**src/rtl/id_stage.sv**
```systemverilog
// RV32I decode stage: register file, immediate generator, main decoder,
// load-use hazard detector and the ID/EX pipeline register.
module id_stage #(
  parameter int XLEN   = 32,
  parameter int REG_AW = 5
) (
  input  logic              clk,
  input  logic              rst,
  input  logic              stall,
  input  logic              flush,
  input  logic [XLEN-1:0]   id_pc,
  input  logic [31:0]       id_instr,
  input  logic              wb_we,
  input  logic [REG_AW-1:0] wb_rd,
  input  logic [XLEN-1:0]   wb_data,
  output logic              load_use_stall,
  output logic              ex_valid,
  output logic [XLEN-1:0]   ex_pc,
  output logic [XLEN-1:0]   ex_rs1_data,
  output logic [XLEN-1:0]   ex_rs2_data,
  output logic [XLEN-1:0]   ex_imm,
  output logic [REG_AW-1:0] ex_rs1,
  output logic [REG_AW-1:0] ex_rs2,
  output logic [REG_AW-1:0] ex_rd,
  output logic [2:0]        ex_funct3,
  output logic [3:0]        ex_alu_op,
  output logic              ex_alu_src_imm,
  output logic              ex_alu_src_pc,
  output logic              ex_reg_we,
  output logic              ex_mem_re,
  output logic              ex_mem_we,
  output logic              ex_branch,
  output logic              ex_jal,
  output logic              ex_jalr,
  output logic [1:0]        ex_wb_sel,
  output logic              ex_illegal
);

  localparam logic [6:0] OPC_LUI    = 7'b0110111;
  localparam logic [6:0] OPC_AUIPC  = 7'b0010111;
  localparam logic [6:0] OPC_JAL    = 7'b1101111;
  localparam logic [6:0] OPC_JALR   = 7'b1100111;
  localparam logic [6:0] OPC_BRANCH = 7'b1100011;
  localparam logic [6:0] OPC_LOAD   = 7'b0000011;
  localparam logic [6:0] OPC_STORE  = 7'b0100011;
  localparam logic [6:0] OPC_OPIMM  = 7'b0010011;
  localparam logic [6:0] OPC_OP     = 7'b0110011;
  localparam logic [6:0] OPC_FENCE  = 7'b0001111;

  localparam logic [3:0] ALU_ADD   = 4'd0;
  localparam logic [3:0] ALU_SUB   = 4'd1;
  localparam logic [3:0] ALU_SLL   = 4'd2;
  localparam logic [3:0] ALU_SLT   = 4'd3;
  localparam logic [3:0] ALU_SLTU  = 4'd4;
  localparam logic [3:0] ALU_XOR   = 4'd5;
  localparam logic [3:0] ALU_SRL   = 4'd6;
  localparam logic [3:0] ALU_SRA   = 4'd7;
  localparam logic [3:0] ALU_OR    = 4'd8;
  localparam logic [3:0] ALU_AND   = 4'd9;
  localparam logic [3:0] ALU_PASSB = 4'd10;

  localparam logic [1:0] WB_ALU = 2'd0;
  localparam logic [1:0] WB_MEM = 2'd1;
  localparam logic [1:0] WB_PC4 = 2'd2;

  localparam logic [REG_AW-1:0] REG_ZERO  = {REG_AW{1'b0}};
  localparam logic [XLEN-1:0]   DATA_ZERO = {XLEN{1'b0}};
  localparam int                NREGS     = 1 << REG_AW;

  typedef struct packed {
    logic              valid;
    logic [XLEN-1:0]   pc;
    logic [XLEN-1:0]   rs1_data;
    logic [XLEN-1:0]   rs2_data;
    logic [XLEN-1:0]   imm;
    logic [REG_AW-1:0] rs1;
    logic [REG_AW-1:0] rs2;
    logic [REG_AW-1:0] rd;
    logic [2:0]        funct3;
    logic [3:0]        alu_op;
    logic              alu_src_imm;
    logic              alu_src_pc;
    logic              reg_we;
    logic              mem_re;
    logic              mem_we;
    logic              branch;
    logic              jal;
    logic              jalr;
    logic [1:0]        wb_sel;
    logic              illegal;
  } idex_t;

  // Immediate extraction; the signed cast sign-extends to XLEN.
  function automatic logic [XLEN-1:0] imm_i(input logic [31:0] i);
    return XLEN'($signed(i[31:20]));
  endfunction

  function automatic logic [XLEN-1:0] imm_s(input logic [31:0] i);
    return XLEN'($signed({i[31:25], i[11:7]}));
  endfunction

  function automatic logic [XLEN-1:0] imm_b(input logic [31:0] i);
    return XLEN'($signed({i[31], i[7], i[30:25], i[11:8], 1'b0}));
  endfunction

  function automatic logic [XLEN-1:0] imm_u(input logic [31:0] i);
    return XLEN'($signed({i[31:12], 12'h000}));
  endfunction

  function automatic logic [XLEN-1:0] imm_j(input logic [31:0] i);
    return XLEN'($signed({i[31], i[19:12], i[20], i[30:21], 1'b0}));
  endfunction

  // ALU operation for OP/OP-IMM; alt selects SUB/SRA.
  function automatic logic [3:0] alu_from_f3(input logic [2:0] f3, input logic alt);
    logic [3:0] op;
    case (f3)
      3'b000:  op = alt ? ALU_SUB : ALU_ADD;
      3'b001:  op = ALU_SLL;
      3'b010:  op = ALU_SLT;
      3'b011:  op = ALU_SLTU;
      3'b100:  op = ALU_XOR;
      3'b101:  op = alt ? ALU_SRA : ALU_SRL;
      3'b110:  op = ALU_OR;
      3'b111:  op = ALU_AND;
      default: op = ALU_ADD;
    endcase
    return op;
  endfunction

  logic [6:0]        opcode_s;
  logic [2:0]        f3_s;
  logic [6:0]        f7_s;
  logic [REG_AW-1:0] rd_f_s;
  logic [REG_AW-1:0] rs1_f_s;
  logic [REG_AW-1:0] rs2_f_s;
  logic              bad_s;
  idex_t             dec_s;
  idex_t             bundle_s;
  idex_t             ex_r;
  logic [XLEN-1:0]   rs1_data_s;
  logic [XLEN-1:0]   rs2_data_s;
  logic              load_use_s;
  logic [XLEN-1:0]   rf_r [NREGS];

  assign opcode_s = id_instr[6:0];
  assign f3_s     = id_instr[14:12];
  assign f7_s     = id_instr[31:25];
  assign rd_f_s   = id_instr[11:7];
  assign rs1_f_s  = id_instr[19:15];
  assign rs2_f_s  = id_instr[24:20];

  // Main decoder: fields absent from the format stay 0; illegal encodings keep only valid/pc/illegal.
  always_comb begin
    dec_s = '0;
    bad_s = 1'b0;
    if (id_instr == 32'h0000_0000) begin
      dec_s = '0;
    end else begin
      dec_s.valid = 1'b1;
      dec_s.pc    = id_pc;
      case (opcode_s)
        OPC_LUI: begin
          dec_s.rd          = rd_f_s;
          dec_s.imm         = imm_u(id_instr);
          dec_s.alu_op      = ALU_PASSB;
          dec_s.alu_src_imm = 1'b1;
          dec_s.reg_we      = 1'b1;
        end
        OPC_AUIPC: begin
          dec_s.rd          = rd_f_s;
          dec_s.imm         = imm_u(id_instr);
          dec_s.alu_op      = ALU_ADD;
          dec_s.alu_src_imm = 1'b1;
          dec_s.alu_src_pc  = 1'b1;
          dec_s.reg_we      = 1'b1;
        end
        OPC_JAL: begin
          dec_s.rd          = rd_f_s;
          dec_s.imm         = imm_j(id_instr);
          dec_s.alu_op      = ALU_ADD;
          dec_s.alu_src_imm = 1'b1;
          dec_s.alu_src_pc  = 1'b1;
          dec_s.jal         = 1'b1;
          dec_s.reg_we      = 1'b1;
          dec_s.wb_sel      = WB_PC4;
        end
        OPC_JALR: begin
          if (f3_s == 3'b000) begin
            dec_s.rd          = rd_f_s;
            dec_s.rs1         = rs1_f_s;
            dec_s.funct3      = f3_s;
            dec_s.imm         = imm_i(id_instr);
            dec_s.alu_op      = ALU_ADD;
            dec_s.alu_src_imm = 1'b1;
            dec_s.alu_src_pc  = 1'b1;
            dec_s.jalr        = 1'b1;
            dec_s.reg_we      = 1'b1;
            dec_s.wb_sel      = WB_PC4;
          end else begin
            bad_s = 1'b1;
          end
        end
        OPC_BRANCH: begin
          if ((f3_s != 3'b010) && (f3_s != 3'b011)) begin
            dec_s.rs1    = rs1_f_s;
            dec_s.rs2    = rs2_f_s;
            dec_s.funct3 = f3_s;
            dec_s.imm    = imm_b(id_instr);
            dec_s.alu_op = ALU_SUB;
            dec_s.branch = 1'b1;
          end else begin
            bad_s = 1'b1;
          end
        end
        OPC_LOAD: begin
          if (f3_s inside {3'b000, 3'b001, 3'b010, 3'b100, 3'b101}) begin
            dec_s.rd          = rd_f_s;
            dec_s.rs1         = rs1_f_s;
            dec_s.funct3      = f3_s;
            dec_s.imm         = imm_i(id_instr);
            dec_s.alu_op      = ALU_ADD;
            dec_s.alu_src_imm = 1'b1;
            dec_s.mem_re      = 1'b1;
            dec_s.reg_we      = 1'b1;
            dec_s.wb_sel      = WB_MEM;
          end else begin
            bad_s = 1'b1;
          end
        end
        OPC_STORE: begin
          if (f3_s inside {3'b000, 3'b001, 3'b010}) begin
            dec_s.rs1         = rs1_f_s;
            dec_s.rs2         = rs2_f_s;
            dec_s.funct3      = f3_s;
            dec_s.imm         = imm_s(id_instr);
            dec_s.alu_op      = ALU_ADD;
            dec_s.alu_src_imm = 1'b1;
            dec_s.mem_we      = 1'b1;
          end else begin
            bad_s = 1'b1;
          end
        end
        OPC_OPIMM: begin
          case (f3_s)
            3'b001:  bad_s = (f7_s != 7'b0000000);
            3'b101:  bad_s = (f7_s != 7'b0000000) && (f7_s != 7'b0100000);
            default: bad_s = 1'b0;
          endcase
          dec_s.rd          = rd_f_s;
          dec_s.rs1         = rs1_f_s;
          dec_s.funct3      = f3_s;
          dec_s.imm         = imm_i(id_instr);
          dec_s.alu_op      = alu_from_f3(f3_s, (f3_s == 3'b101) && f7_s[5]);
          dec_s.alu_src_imm = 1'b1;
          dec_s.reg_we      = 1'b1;
        end
        OPC_OP: begin
          bad_s = !((f7_s == 7'b0000000) ||
                    ((f7_s == 7'b0100000) && ((f3_s == 3'b000) || (f3_s == 3'b101))));
          dec_s.rd     = rd_f_s;
          dec_s.rs1    = rs1_f_s;
          dec_s.rs2    = rs2_f_s;
          dec_s.funct3 = f3_s;
          dec_s.alu_op = alu_from_f3(f3_s, f7_s[5]);
          dec_s.reg_we = 1'b1;
        end
        OPC_FENCE: begin
          bad_s = (f3_s != 3'b000);
        end
        default: begin
          bad_s = 1'b1;
        end
      endcase
      if (bad_s) begin
        dec_s         = '0;
        dec_s.valid   = 1'b1;
        dec_s.pc      = id_pc;
        dec_s.illegal = 1'b1;
      end else begin
        dec_s.reg_we = dec_s.reg_we & (dec_s.rd != REG_ZERO);
      end
    end
  end

  // Register file read ports: x0 reads 0, a same-cycle writeback is bypassed.
  always_comb begin
    if (dec_s.rs1 == REG_ZERO) begin
      rs1_data_s = DATA_ZERO;
    end else if (wb_we && (wb_rd == dec_s.rs1)) begin
      rs1_data_s = wb_data;
    end else begin
      rs1_data_s = rf_r[dec_s.rs1];
    end
    if (dec_s.rs2 == REG_ZERO) begin
      rs2_data_s = DATA_ZERO;
    end else if (wb_we && (wb_rd == dec_s.rs2)) begin
      rs2_data_s = wb_data;
    end else begin
      rs2_data_s = rf_r[dec_s.rs2];
    end
  end

  // Merge operands into the decoded bundle.
  always_comb begin
    bundle_s          = dec_s;
    bundle_s.rs1_data = rs1_data_s;
    bundle_s.rs2_data = rs2_data_s;
  end

  // Load-use hazard: unused source fields decode to 0 and never match a non-zero rd.
  always_comb begin
    if (ex_r.valid && ex_r.mem_re && (ex_r.rd != REG_ZERO)) begin
      load_use_s = (dec_s.rs1 == ex_r.rd) || (dec_s.rs2 == ex_r.rd);
    end else begin
      load_use_s = 1'b0;
    end
  end

  assign load_use_stall = load_use_s;

  // Register file write port; reset clears every entry and drops a concurrent write.
  always_ff @(posedge clk) begin
    if (rst) begin
      for (int i = 0; i < NREGS; i++) begin
        rf_r[i] <= DATA_ZERO;
      end
    end else if (wb_we && (wb_rd != REG_ZERO)) begin
      rf_r[wb_rd] <= wb_data;
    end
  end

  // ID/EX register: reset, flush, hold, hazard bubble, then load, in that priority.
  always_ff @(posedge clk) begin
    if (rst) begin
      ex_r <= '0;
    end else if (flush) begin
      ex_r <= '0;
    end else if (stall) begin
      ex_r <= ex_r;
    end else if (load_use_s) begin
      ex_r <= '0;
    end else begin
      ex_r <= bundle_s;
    end
  end

  assign ex_valid       = ex_r.valid;
  assign ex_pc          = ex_r.pc;
  assign ex_rs1_data    = ex_r.rs1_data;
  assign ex_rs2_data    = ex_r.rs2_data;
  assign ex_imm         = ex_r.imm;
  assign ex_rs1         = ex_r.rs1;
  assign ex_rs2         = ex_r.rs2;
  assign ex_rd          = ex_r.rd;
  assign ex_funct3      = ex_r.funct3;
  assign ex_alu_op      = ex_r.alu_op;
  assign ex_alu_src_imm = ex_r.alu_src_imm;
  assign ex_alu_src_pc  = ex_r.alu_src_pc;
  assign ex_reg_we      = ex_r.reg_we;
  assign ex_mem_re      = ex_r.mem_re;
  assign ex_mem_we      = ex_r.mem_we;
  assign ex_branch      = ex_r.branch;
  assign ex_jal         = ex_r.jal;
  assign ex_jalr        = ex_r.jalr;
  assign ex_wb_sel      = ex_r.wb_sel;
  assign ex_illegal     = ex_r.illegal;

endmodule

```
**config.mk**
```make
export PLATFORM = sky130hd
export DESIGN_NAME = id_stage
export DESIGN_NICKNAME = d
export VERILOG_FILES = /design/src/rtl/id_stage.sv
export SDC_FILE = /design/constraint.sdc
export NUM_CORES = 2
export LEC_CHECK = 0
export CAP_MARGIN = 20
export CELL_PAD_IN_SITES_DETAIL_PLACEMENT = 2
export CELL_PAD_IN_SITES_GLOBAL_PLACEMENT = 2
export CORE_MARGIN = 2
export CORE_UTILIZATION = 37
export CTS_CLUSTER_DIAMETER = 120
export DETAILED_ROUTE_END_ITERATION = 6
export PLACE_DENSITY = 0.74
export REMOVE_ABC_BUFFERS = 1
export SLEW_MARGIN = 20
export SYNTH_ARGS = -nofsm -noshare
export SYNTH_HDL_FRONTEND = slang
export SYNTH_SLANG_ARGS = --single-unit
export TNS_END_PERCENT = 20
```
**constraint.sdc**
```tcl
create_clock -name clk -period 5.7 [get_ports clk]
set_input_delay 1.71 -clock clk [delete_from_list [all_inputs] [get_ports clk]]
set_output_delay 1.71 -clock clk [all_outputs]
set_load 0.01 [all_outputs]
```
**After elaboration in Yosys (flattened, before gate mapping)**

Memory sizes are Yosys's and may differ from the RTL's.
Index checks and enable logic that the tools add are counted.
W data, S select, Z words.

- Bits in registers: 162
- RAM bits: 1,024
- Bits in latches: 0
- Logic and storage cells: 141
- Memory bits (read-only): 0
- Input port bits: 106
- Output and inout bits: 163
- Memories kept: 1

Memory list:

| memory | words | width | rd ports | clocked after Yosys merged registers in | write ports | line | text |
|---|---|---|---|---|---|---|---|
| rf_r | 32 | 32 | 2 | 0 | 32 | 144 | `logic [XLEN-1:0] rf_r [NREGS];` |

- Eq/ne operators: 25
- Add/subtract/negate cells: 0
- Reductions and logical operators: 33
- Mux-type cells: 61
- Div/mod/pow operators: 0
- $lt $le $gt $ge: 0
- Shift-type cells: 0
- Multiply operators: 0
- Bitwise logic cells: 1

Operator list:

| kind | number |
|---|---|
| $mux W162 | 2 |
| $pmux W32 S7 | 1 |
| $mux W32 | 5 |
| $mux W42 | 2 |
| $mux W37 | 2 |
| $pmux W4 S8 | 2 |
| $mux W56 | 1 |
| $logic_not A32 Y1 | 1 |
| $reduce_or A32 Y1 | 1 |
| $pmux W5 S3 | 2 |
| $eq A7 B6 Y1 const B | 4 |
| $pmux W4 S7 | 1 |
| $mux W1 | 26 |
| $pmux W5 S5 | 1 |
| $eq A7 B7 Y1 const B | 3 |
| $eq A5 B5 Y1 | 4 |
| $reduce_bool A5 Y1 | 4 |
| $mux W8 | 2 |
| $mux W15 | 1 |
| $pmux W3 S5 | 1 |
| $eq A7 B5 Y1 const B | 2 |
| $mux W13 | 1 |
| $eq A3 B3 Y1 const B | 4 |
| $logic_not A5 Y1 | 2 |
| 27 further kinds | 45 |

**Longest topological paths before layout**

- Depth after elaboration: 14
- Depth in mapped cells: 18
- Gate-level depth less buffers: 10

**Worst setup path before layout**

Ideal clock, no wire load.

- Path kind: input -> output
- From: input id_instr[2]
- To: output load_use_stall
- Data arrival time: 4,116 ps
- Stages: 9
- Required time: 3,990 ps
- Path slack: -126 ps
- Buffers on the path: 3
- Path through: clkbuf_1 > and4bb_2 > buf_2 > o2111ai_1 > a31oi_1 > a31oi_1 > a2111o_1 > o22ai_2 > clkbuf_1

- Word-level cells in the longest chain between the ends: 9
- Elaborated cells on any way between the ends: 23
- Classes of those cells: eq/ne: 12; mux: 7; reduce/logical: 4

Ends and longest elaborated chain:

| element | line | text |
|---|---|---|
| start, declared | 12 | `input logic [31:0] id_instr,` |
| $eq A7 B7 Y1 (tied with other cells) | 162 | `case (opcode_s)` |
| $reduce_or A3 Y1 (no line) | -- |  |
| $pmux W1 S8 | 162 |  |
| $mux W1 | 157 | `if (id_instr == 32'h0000_0000) begin` |
| $mux W56 | 275 | `if (bad_s) begin` |
| $mux W162 (*) | 157 |  |
| $eq A5 B5 Y1 | 314 | `load_use_s = (dec_s.rs1 == ex_r.rd) \|\| (dec_s.rs2 == ex_r.rd);` |
| $logic_or A1 B1 Y1 (*) | 314 |  |
| $mux W1 (*) | 313 | `if (ex_r.valid && ex_r.mem_re && (ex_r.rd != REG_ZERO)) begin` |
| end, declared | 16 | `output logic load_use_stall,` |

Mark *: on every way between the ends. The rest lies on a longest branch, timed or not. The select of a mux whose other input is x is not followed.

**Final worst setup path**

- From: input id_instr[28]
- To: output load_use_stall

- Word-level cells in the longest chain between the ends: 11
- Elaborated cells on any way between the ends: 18
- Classes of those cells: eq/ne: 4; mux: 6; reduce/logical: 8

Ends and longest elaborated chain:

| element | line |
|---|---|
| branches (longest 7 deep; another with $mux W56) | -- |
| $mux W162 (*) | 157 |
| $eq A5 B5 Y1 | 314 |
| $logic_or A1 B1 Y1 (*) | 314 |
| $mux W1 (*) | 313 |

Every way passes the cells marked *. The select of a mux whose other input is x is not followed.

==> flow_summary.toml <==
[run_status]
status = "complete, but fails checks"
violations = "DRC"

[cts]
clock_path_buffers = 3
cts.clk_slew.worst_paths_ps = 50
hold_buffers = 0
clk_latency_ps = 840
clock-sinks = 1186
cts_buffers = 144
htreeDepth = 4
cts_tree = "yes"
root_buffer = "clkbuf_16"

[place]
gp_congestion = 0.966
place_area_um2 = 73400
portBuffers = 268
place_hpwl_um = 239000
place_ws_ps = -1110

[floorplan]
dieArea_um2 = 174000
fp.coreArea_um2 = 169000
io_pins = 269
die_y_um = 417
start_util = 0.373
die_width_um = 417
rows = 151

[global_routing]
busiest_layer = "met2"
overflow = 0
grt_pass1_wl_um = 510000
grtUsageTotal = 0.421
antenna_found_initial = 44
met2_usage = 0.622
use_met1 = 0.514
grt_pass1_vias = 62656
grt_max_degree = 100
gr-usage-met3 = 0.129

[routing]
wl_um = 376000
wl_per_cell_um = 41.8
vias_per_cell = 6.88
drc = 4
drtIter0Drc = 10572
vias = 61894
antenna_left = 0
drt_pass1_iterations = 7

[sta]
fin_crit_ps = 5700
setup_ws_ps = 2.05
post-route-period-util = 1.00
tightest_slew_ps = 1240
final-setup-viol-count = 0
report.final.slew_viol_count = 0
relSlewSlack = 0.168
fin_hold_ws_ps = 450
hold_violations = 0
max_clock_freq_mhz = 176
rsz0062_at_grt = "true"
skew_ps = 36.9

[setup_path]
critPathMaxStageDelay_ps = 580
crit_type = "primary input to primary output"
crit_path_start_kind = "primary input"
cp-end-kind = "primary output"
critPathArrivalTime_ps = 3990
cpMostUsedCell = "buf_6"
worstPathCellList = "buf_6 > or4_4 > o311a_4 > o21ai_4 > a41oi_2 > a2111o_1 > o22ai_4 > buf_6"
worst-path-max-fanout = 3
cp.required_ps = 3990
crit_slowest_cell = "or4_4"

[synthesis]
synth_seq_cells = 1186
synthArstFlopShare = 0
ys_seq_area_frac = 0.539
synthXorXnorAreaFrac = 0.00181
yosysWarnings = 0
synth-adder-area-share = 0
syn_area_per_cell_um2 = 10.5
synth_compound_area_frac = 0.125
synth_cells = 6028
synth-main-ff-cell = "edfxtp_1"
synth_edf_count = 1024
syn_area_um2 = 63100
yosys.area_share.simple = 0.217
ys_types = 96
muxShareOfSynthArea = 0.0791
synth_top_family_by_area = "simple AND/OR/NAND/NOR gates"

[final_layout]
design_area_um2 = 78500
final_nets = 6703
final_cell_mix = "1024 x edfxtp_1, 1006 x and2_1, 863 x nand2_1"
drive_above_1_share = 0.167
syn_to_final_growth_pct = 24.5
n_fill_cell = 17161
final_common_cell = "edfxtp_1"

[pwr]
power.leakage_nw = 28.6
vdd_drop_max_v = 0.000324
powerDensity_nw_per_um2 = 275

[min_path]
holdCritPathClass = "flip-flop to flip-flop"

[flow_run]
maxCapViolations = 0
-- synthesized netlist by cell type, drive strengths merged (20+ instances only) --
cell    count  area (µm²)
and2     1007        6300
a22o       48         420
nand2     865        3250
nor2b      63         394
a211oi    116         871
nor2      153         574
a32oi      20         175
edfxtp   1024       30700
a221o      22         220
o31ai      29         223
o21ai     136         681
or2        39         244
mux2i     469        4690
a22oi      96         721
nor4       31         273
nor3       48         277
dfxtp     162        3240
mux2       22         248
clkbuf    446        1670
nand4      57         357
o22ai      62         394
nand3     272        1360
a311oi     59         517
o221ai     21         184
a21oi     214        1070
buf       134         673
and3       44         275
a31oi      62         388
a221oi     85         744
-- report_power, final --
| group | total (W) | internal, W | switching (W) |
|---|---|---|---|
| logic | 0.00206 | 0.000628 | 0.00143 |
| clock network | 0.00937 | 0.00524 | 0.00414 |
| registers | 0.0101 | 0.00985 | 0.000286 |
-- final timing paths --
check,start,to,slack [ps],cells past startpoint
hold reg to reg,ex_jal$_SDFFE_PP0N_,ex_jal$_SDFFE_PP0N_,450,2
setup / recovery,id_instr[28],load_use_stall,2,8
setup reg to reg,ex_rd[4]$_SDFFE_PP0N_,ex_rs1_data[3]$_SDFFE_PP0N_,2220,14
hold / removal,ex_jal$_SDFFE_PP0N_,ex_jal$_SDFFE_PP0N_,450,2
-- metal layers --
metal,share of wire,vias to the layer above
met5,0.00012,-
met4,0.091,8
met3,0.14,1699
met2,0.42,5664
met1,0.35,31248
li1,-,23275
-- flip-flops by register name (all words and copies together), names as in the netlist, 4 cells and up --
register     cells
ex_rs1_data     32
ex_rs1           5
ex_rs2           5
ex_imm          32
ex_rs2_data     32
ex_pc           32
ex_alu_op        4
rf_r          1024
ex_rd            5
-- per-stage QoR --
stage / utilization / instances / power (W) / setup TNS (ps)
after global placement: 0.434 / 8649 / 0.0121 / -36880
final: 0.464 / 9000 / 0.0216 / 0
after detailed placement: 0.434 / 8650 / 0.0122 / -40570
after CTS: 0.463 / 8924 / 0.0214 / -26.1
after global routing: 0.463 / 8940 / 0.0219 / -68.7
after floorplan: - / 5479 / 0.0109 / -556140
-- worst max-delay path: cells and delay by family --
family	cells	cell delay [ps]
and+or+nand+nor	1	580
buffers and inverters	2	240
AOI/OAI and AO/OA	5	1440
-- cell type report --
| type | instances | area (µm²) | area share |
|---|---|---|---|
| clock buffers | 197 | 3970 | 0.0505 |
| clock inverters | 65 | 677 | 0.00862 |
| flip-flops and latches | 1186 | 34000 | 0.433 |
| diodes | 69 | 173 | 0.00220 |
| well taps | 2218 | 2780 | 0.0353 |
| repair buffers | 972 | 9380 | 0.119 |
| multi-input cells | 4277 | 27500 | 0.350 |
| inverters | 16 | 60.1 | 0.000765 |
-- cell families (layout without fill, tap and decap cells) --
kind of cell           after synthesis  after routing
flip-flops                        1186           1186
AND/OR/NAND/NOR                   2630           2630
buffers and inverters              596           1250
XOR/XNOR                            13             13
multiplexers                       493            493
other                                1            101
AO/OA/AOI/OAI                     1109           1109
-- timing repair --
item / in CTS / in global routing
endpoints found under the setup margin: 22 / 2
setup buffers: 11 / 7
endpoints found under the hold margin: 0 / 0
cloned: 1 / 0
pin swaps: 14 / 10
resized for setup: 80 / 27
Power figures use the tool's default switching activity.
